## src/rtl/parser_pkg.sv

```systemverilog
// rtl/parser_pkg.sv - shared parser widths, bit-count type and pad helper
package parser_pkg;

  localparam int PARSER_DATA_WIDTH = 32;

  typedef logic [$clog2(PARSER_DATA_WIDTH):0] bit_cnt_t;

  // Bits needed to reach the next byte boundary from (pos + amt).
  function automatic logic [2:0] pad_bits(input logic [2:0] pos, input logic [2:0] amt);
    logic [2:0] sum;
    sum = pos + amt;
    return 3'd0 - sum;
  endfunction

endpackage

```

## src/rtl/bit_funnel_shifter.sv

```systemverilog
// rtl/bit_funnel_shifter.sv - left shift of the bit buffer plus insertion of a new word
module bit_funnel_shifter #(
  parameter int BUF_WIDTH = 64,
  parameter int IN_WIDTH  = 32,
  parameter int SW        = $clog2(BUF_WIDTH) + 1
) (
  input  logic [BUF_WIDTH-1:0] buf_in,
  input  logic [SW-1:0]        shift_amt,
  input  logic [IN_WIDTH-1:0]  append_word,
  input  logic [SW-1:0]        append_pos,
  output logic [BUF_WIDTH-1:0] buf_next
);

  logic [BUF_WIDTH-1:0] placed;

  // append_pos counts unread bits left after the shift; the word goes right below them.
  assign placed   = {append_word, {(BUF_WIDTH-IN_WIDTH){1'b0}}} >> append_pos;
  assign buf_next = (buf_in << shift_amt) | placed;

endmodule

```

## src/rtl/obu_bit_reader.sv

```systemverilog
// rtl/obu_bit_reader.sv - bit-granular reader feeding the OBU header parsers
module obu_bit_reader
  import parser_pkg::*;
#(
  parameter int IN_WIDTH  = 32,
  parameter int BUF_WIDTH = 64
) (
  input  logic                         clk,
  input  logic                         rst_n,
  input  logic                         flush,
  input  logic [IN_WIDTH-1:0]          in_data,
  input  logic                         in_valid,
  output logic                         in_ready,
  output logic [PARSER_DATA_WIDTH-1:0] data_out,
  output bit_cnt_t                     avail,
  output logic                         win_full,
  input  logic                         pop,
  input  bit_cnt_t                     pop_len,
  input  logic                         pad,
  output logic                         aligned,
  output logic [31:0]                  bit_pos,
  output logic                         err
);

  localparam int W  = PARSER_DATA_WIDTH;
  localparam int LW = $clog2(BUF_WIDTH) + 1;
  localparam bit_cnt_t        W_CNT     = bit_cnt_t'(W);
  localparam logic [LW-1:0]   W_LVL     = LW'(W);
  localparam logic [LW-1:0]   READY_MAX = LW'(BUF_WIDTH - IN_WIDTH);
  localparam logic [LW-1:0]   IN_LVL    = LW'(IN_WIDTH);

  logic [BUF_WIDTH-1:0] shift_buf;
  logic [BUF_WIDTH-1:0] shift_buf_next;
  logic [LW-1:0]        level;
  logic [LW-1:0]        pop_amt;
  logic [LW-1:0]        pad_amt;
  logic [LW-1:0]        total;
  logic [LW-1:0]        consumed;
  logic [LW-1:0]        level_after;
  logic [IN_WIDTH-1:0]  append_word;
  logic                 illegal;
  logic                 push;

  assign in_ready = (level <= READY_MAX);
  assign push     = in_valid & in_ready;

  always_comb begin
    pop_amt     = pop ? LW'(pop_len) : '0;
    pad_amt     = pad ? LW'(pad_bits(bit_pos[2:0], pop ? pop_len[2:0] : 3'd0)) : '0;
    total       = pop_amt + pad_amt;
    // An illegal request retires nothing, but a push in the same cycle still lands.
    illegal     = (pop && (pop_len > W_CNT)) || (total > level);
    consumed    = illegal ? '0 : total;
    level_after = level - consumed;
    append_word = push ? in_data : '0;
  end

  bit_funnel_shifter #(
    .BUF_WIDTH (BUF_WIDTH),
    .IN_WIDTH  (IN_WIDTH),
    .SW        (LW)
  ) u_shifter (
    .buf_in      (shift_buf),
    .shift_amt   (consumed),
    .append_word (append_word),
    .append_pos  (level_after),
    .buf_next    (shift_buf_next)
  );

  always_ff @(posedge clk or negedge rst_n) begin
    if (!rst_n) begin
      shift_buf <= '0;
      level     <= '0;
      bit_pos   <= '0;
      err       <= 1'b0;
    end else if (flush) begin
      shift_buf <= '0;
      level     <= '0;
      bit_pos   <= '0;
      err       <= 1'b0;
    end else begin
      shift_buf <= shift_buf_next;
      level     <= level_after + (push ? IN_LVL : '0);
      bit_pos   <= bit_pos + 32'(consumed);
      err       <= err | illegal;
    end
  end

  // Consumed bits shift out with zero fill, so bits past level are always zero.
  assign data_out = shift_buf[BUF_WIDTH-1 -: W];
  assign avail    = (level >= W_LVL) ? W_CNT : bit_cnt_t'(level);
  assign win_full = (level >= W_LVL);
  assign aligned  = (bit_pos[2:0] == 3'd0);

endmodule
```

## config.mk

```make
export PLATFORM = sky130hd
export DESIGN_NAME = obu_bit_reader
export DESIGN_NICKNAME = d
export VERILOG_FILES = /design/src/rtl/parser_pkg.sv /design/src/rtl/bit_funnel_shifter.sv /design/src/rtl/obu_bit_reader.sv
export SDC_FILE = /design/constraint.sdc
export NUM_CORES = 1
export LEC_CHECK = 0
export ABC_CLOCK_PERIOD_IN_PS = 6800
export CORE_MARGIN = 2
export CORE_UTILIZATION = 25
export DETAILED_ROUTE_END_ITERATION = 7
export GPL_ROUTABILITY_DRIVEN = 1
export PLACE_DENSITY = 0.51
export SYNTH_ARGS = -nofsm -noshare
export SYNTH_HDL_FRONTEND = slang
export SYNTH_SLANG_ARGS = --single-unit
export TNS_END_PERCENT = 5
```

## constraint.sdc

```tcl
create_clock -name clk -period 6.8 [get_ports clk]
set_input_delay 1.36 -clock clk [delete_from_list [all_inputs] [get_ports clk]]
set_output_delay 1.36 -clock clk [all_outputs]
set_load 0.005 [all_outputs]
```

# Word level (Yosys, flattened, before mapping)
# Index checks and enable logic that the tools add are counted.
# totals
register_bits,104
in_bits,44
output_inout_bits,74
word_cells,33
# op_classes
n_addsub,6
n_lt_le_gt_ge,4
n_shift,2
muxes,11
bitwise_logic,3
reduce_logical,3
# op_table
operator,n
$mux 32,2
$mux 64,1
$or 64x64->64,1
$shl 64x7->64,1
$shr 64x7->64,1
$add 32x7->32,1
$mux 6,3
$mux 7,2
$add 6x3->7,1
$add 7x6->7,1
$ge 7x6->1 const B,1
$gt 7x7->1,1
$le 7x6->1 const B,1
$sub 7x7->7,1
$gt 6x6->1 const B,1
$mux 3,2
$add 3x3->3,1
$logic_not 3->1,1
$sub 1x3->3 const A,1
$and 1x1->1,1
$logic_and 1x1->1,1
$logic_or 1x1->1,1
$mux 1,1
$or 1x1->1,1

# Logic depth before layout (Yosys ltp)
# depth
ltp_word,12
ltp_mapped,35
mapped_depth_nobuf,28

# Hierarchy
# From an unflattened synthesis, not the netlist that was laid out.
# hier_totals
hier_cells,1434
area_unflattened_um2,12901.1
# by_module_without_submodules
module,n_inst,cells_per_inst,area_per_inst_um2,seq_area_each_um2
bit_funnel_shifter,1,893,7499.7,0.0
obu_bit_reader,1,541,5401.4,2602.5

# Worst setup path before layout
# No wires, ideal clock.
# synth_path
path_kind,input port to flip-flop
startpoint,in pop
endpoint,reg shift_buf[58]
setup_time_ps,77
arrival_time_ps,7687
t_required_ps,6723
slack_ps,-965
stages,34
path_buffers,7
cell_sequence,buf_2 > nand2_1 > ha_1 > ha_1 > xnor2_1 > nand3_1 > and3b_1 > ha_1 > a21boi_0 > a221oi_1 > and3_4 > inv_2 > ha_1 > nand4_1 > a21oi_1 > o21a_1 > buf_2 > nor2_4 > inv_2 > buf_2 > buf_4 > buf_2 > ha_1 > nor2b_1 > o31ai_1 > a211oi_1 > clkbuf_1 > or3_1 > nor2_1 > clkbuf_1 > nand2_1 > nand4_1 > o211ai_1 > a21oi_1
# synth_between
elab_chain_len,12
elab_cells_between_ends,15
classes_between,add/sub (4); order compare (1); shift (2); mux (5); bitwise (1); reduce/logical (2)
# synth_lines
element,line_no,rtl
"start, declared",obu_bit_reader.sv:17,"input logic pop,"
$mux 3,obu_bit_reader.sv:49,"pad_amt = pad ? LW'(pad_bits(bit_pos[2:0], pop ? pop_len[2:0] : 3'd0)) : '0;"
$add 3x3->3,parser_pkg.sv:11,sum = pos + amt;
$sub 1x3->3,parser_pkg.sv:12,return 3'd0 - sum;
$mux 3,obu_bit_reader.sv:49,
$add 6x3->7,obu_bit_reader.sv:50,total = pop_amt + pad_amt;
$gt 7x7->1,obu_bit_reader.sv:52,illegal = (pop && (pop_len > W_CNT)) || (total > level);
$logic_or 1x1->1,obu_bit_reader.sv:52,
$mux 7 *,obu_bit_reader.sv:53,consumed = illegal ? '0 : total;
$sub 7x7->7,obu_bit_reader.sv:54,level_after = level - consumed;
$shr 64x7->64,bit_funnel_shifter.sv:17,"assign placed = {append_word, {(BUF_WIDTH-IN_WIDTH){1'b0}}} >> append_pos;"
$or 64x64->64 *,bit_funnel_shifter.sv:18,assign buf_next = (buf_in << shift_amt) | placed;
$mux 64 *,obu_bit_reader.sv:76,end else if (flush) begin
"end signal, assigned",obu_bit_reader.sv:82,shift_buf <= shift_buf_next;
"end, declared",obu_bit_reader.sv:32,logic [BUF_WIDTH-1:0] shift_buf;
# Every way passes the cells marked *; elsewhere a longest branch is shown, timed or not.

# Worst setup path in the final report
# layout_path
startpoint,in pop
endpoint,reg shift_buf[43]
# The elaborated chain is that of the path after synthesis.

==> metrics <==
result of the run finished clean; Die Outline Area 52200 um^2; Post-Synthesis Net Count 1696; compound-cell area share of the yosys netlist 0.293; TritonCTS Sinks 104; clock buffer count from CTS 9; cts-stage hold buffer count 0; Initial Util 0.252; count of unique library cells instantiated by Yosys 104; global-route wire length before repair 91600 um; critical path type in -> reg; synth-to-layout area growth 37.4%; setup repair after global routing missed its margin true; number of diodes 0; top_reg_cell synth dfrtp_1; Final setup viols 0; total negative slack 0 ns; top cell type by total area after synthesis dfrtp_1; aggregate global routing overflow 0; starting DRC count in detailed routing 1519; routed length per placed instance 23.6 um; largest clock skew in the final design 0.0139 ns; routability congestion estimate from global placement 0.985; nature of the critical path startpoint input pin; Final Routed Wirelength 60900 um; Placement Rows 82; global-route total usage across every layer 0.228; synthesized-area fraction occupied by adder cells 0.0278; number of enable-type register cells in the synthesized netlist 0; Setup crit end kind flop; sequential fraction of the synthesis area 0.207; Die H 229 um; per-instance average area after synthesis 7.75 um^2; via count 14475; sum of net half-perimeters after detailed placement 46600 um; synth top area cells dfrtp_1 (21%), mux2i_1 (8.3%), a21oi_1 (5.9%); maximum net fanout on the critical path 7; Max Transition Viols Final 0; CTS clock-pin slew for the worst setup and hold paths 0.08 ns; post-synthesis share of cell area spent on and, or, nand and nor gates 0.220; xor/xnor cell area share of the yosys netlist 0.0228; clock insertion delay at the later pin of the skew report 0.39 ns; number of register bits inferred by synthesis 104; total standard cell area after synthesis 12600 um^2; CP required 7.02 ns; chip width 229 um; actual slew at the worst max-slew pin 1.01 ns; clk buf depth 2; gate count of the mapped netlist 1626; Std-Cell Core Area 50000 um^2; share of cells above drive strength 1 0.292; Detailed Routing Iterations Pass 1 5; minimum clock period 6.61 ns; Post-layout nets 1973; count of pins on the block boundary 118; portion of netlist area occupied by mux cells 0.151; number of global-route vias before repair 14001; Post-synth ARST share 1.00; data arrival time at the worst-slack endpoint 6.83 ns; Fmax 0.151 GHz; post-route clock period utilization 0.972; clock tree from TritonCTS built; final count of hold timing violations 0; share of the synthesized area in the top cell type 0.207; CTS root buffer clkbuf_16; hold slack final 0.501 ns; number of input and output port buffers inserted 117; Tightest Hold Check Type reg -> reg; number of warnings issued by yosys 0; vias per cell 5.61; largest family of logic cells by synthesized area compound AO/OA/AOI/OAI gates; DRC viols 0; Antenna Nets Post-Route 0; worst slew margin relative to its limit 0.328; total of max-cap violations 0; H-tree lvl count 3; pin count of the biggest net entering global routing 88; initial antenna violation count 0
==> cell usage after synthesis (10+ instances only) <==
cell	instances
nor2_1	179
nand2_1	171
a21oi_1	148
dfrtp_1	104
mux2i_1	104
o21ai_0	69
clkbuf_1	66
buf_2	42
buf_4	39
mux2_2	34
nand3_1	34
o211ai_1	34
o22ai_1	32
nor3_1	31
a22oi_1	28
xnor2_1	27
ha_1	24
inv_1	24
mux4_2	21
nor3b_1	21
a31oi_1	20
or3_1	20
a211oi_1	19
buf_1	18
and3_1	17
nor2b_1	17
a22o_1	16
o32a_1	15
and2_1	14
nand2b_1	13
nand4_1	12
o21a_1	12
o2bb2ai_1	11
a2bb2oi_1	10
==> state kept, by name, indices dropped and copies added (netlist names) <==
register	flops
bit_pos	32
level	7
err	1
shift_buf	64
==> cells by family (layout without fill, tap and decap cells) <==
| family | count (synthesis) | after routing |
|---|---|---|
| AND/OR/NAND/NOR | 569 | 569 |
| AO/OA/AOI/OAI | 531 | 531 |
| buffers and inverters | 203 | 485 |
| multiplexers | 159 | 159 |
| flip-flops | 104 | 104 |
| XOR/XNOR | 32 | 32 |
| adder cells (fa/ha/maj) | 27 | 27 |
| other | 1 | 1 |
==> area by class of cell <==
class                      instances  area (um^2)
fill                            5289        32600
multi-input combinational       1319         9640
timing repair buffer             436         3790
sequential                       104         2600
tap                              672          841
clock buffer                       9          225
inverter                          33          129
clock inverter                     7         85.1
==> metrics by stage <==
step | util | worst slack [ns] | std cells | cell area, um^2
2_1_floorplan | - | -0.0490 | 1626 | 12900
3_3_place_gp | 0.329 | -0.831 | 2554 | 16500
3_5_place_dp | 0.329 | -0.897 | 2554 | 16500
4_1_cts | 0.343 | 0.0594 | 2578 | 17100
5_1_grt | 0.347 | -0.0277 | 2580 | 17300
6_report | 0.347 | 0.193 | 2580 | 17300
==> worst paths after layout <==
| kind | start | endpoint | slack [ns] | depth (start not counted) |
|---|---|---|---|---|
| max in group asynchronous | rst_n | bit_pos[13] | 4.32 | 2 |
| max | pop | shift_buf[43] | 0.19 | 28 |
| min | err | err | 0.50 | 2 |
| min reg2reg | err | err | 0.50 | 2 |
| min in group asynchronous | rst_n | bit_pos[0] | 1.07 | 1 |
| max reg2reg | bit_pos[0] | shift_buf[43] | 0.75 | 27 |
==> metal layers <==
| metal | vias to the layer above | wire length (um) | GRT usage |
|---|---|---|---|
| li1 | 6591 | - | - |
| met4 | 0 | 2690 | 0.0974 |
| met1 | 7064 | 27300 | 0.315 |
| met3 | 117 | 4420 | 0.0423 |
| met5 | - | 0 | 0 |
| met2 | 703 | 26600 | 0.348 |
==> placed cells by master (no fill, tap or decap), drive strengths merged, types with 14 or more instances in the layout <==
cell,synthesis,final
buf,104,322
nor2,180,180
nand2,171,171
a21oi,150,150
clkdlybuf4s50,0,111
dfrtp,104,104
mux2i,104,104
o21ai,76,76
nor3,36,36
nand3,35,35
o211ai,35,35
mux2,34,34
o22ai,33,33
inv,31,33
a22oi,29,29
xnor2,27,27
nor3b,25,25
ha,24,24
mux4,21,21
a31oi,20,20
or3,20,20
o32a,20,20
a211oi,19,19
and3,18,18
nor2b,17,17
a22o,16,16
and2,14,14
==> repair_timing <==
item | CTS | global route
gates cloned | 2 | 1
buffers inserted | 6 | 2
endpoints found under the hold margin | 0 | 0
pin swaps | 12 | 16
setup endpoints to repair | 76 | 79
gates resized for setup | 64 | 49
==> worst max-delay path, stage by stage <==
cell and delay (ns):
buf_4 0.12, nand2_4 0.06, xor2_2 0.15, ha_4 0.17, xnor2_2 0.13, a21oi_1 0.12, and3b_2 0.24, ha_4 0.28
buf_4 0.12, nor2_1 0.05, o21ai_0 0.18, a41oi_1 0.19, ha_1 0.34, nand4_1 0.18, or2_4 0.28, o21a_1 0.12
nor2_2 0.15, ha_2 0.21, fa_2 0.50, buf_12 0.17, mux4_2 0.31, mux2_2 0.31, and3_4 0.20, mux2_2 0.29
a22oi_2 0.19, nor2_1 0.08, a21oi_1 0.18, a21oi_1 0.10
Power is left out: the tool's default activity adds up to more than one toggle a clock period on the data nets, which glitch-free logic cannot reach.
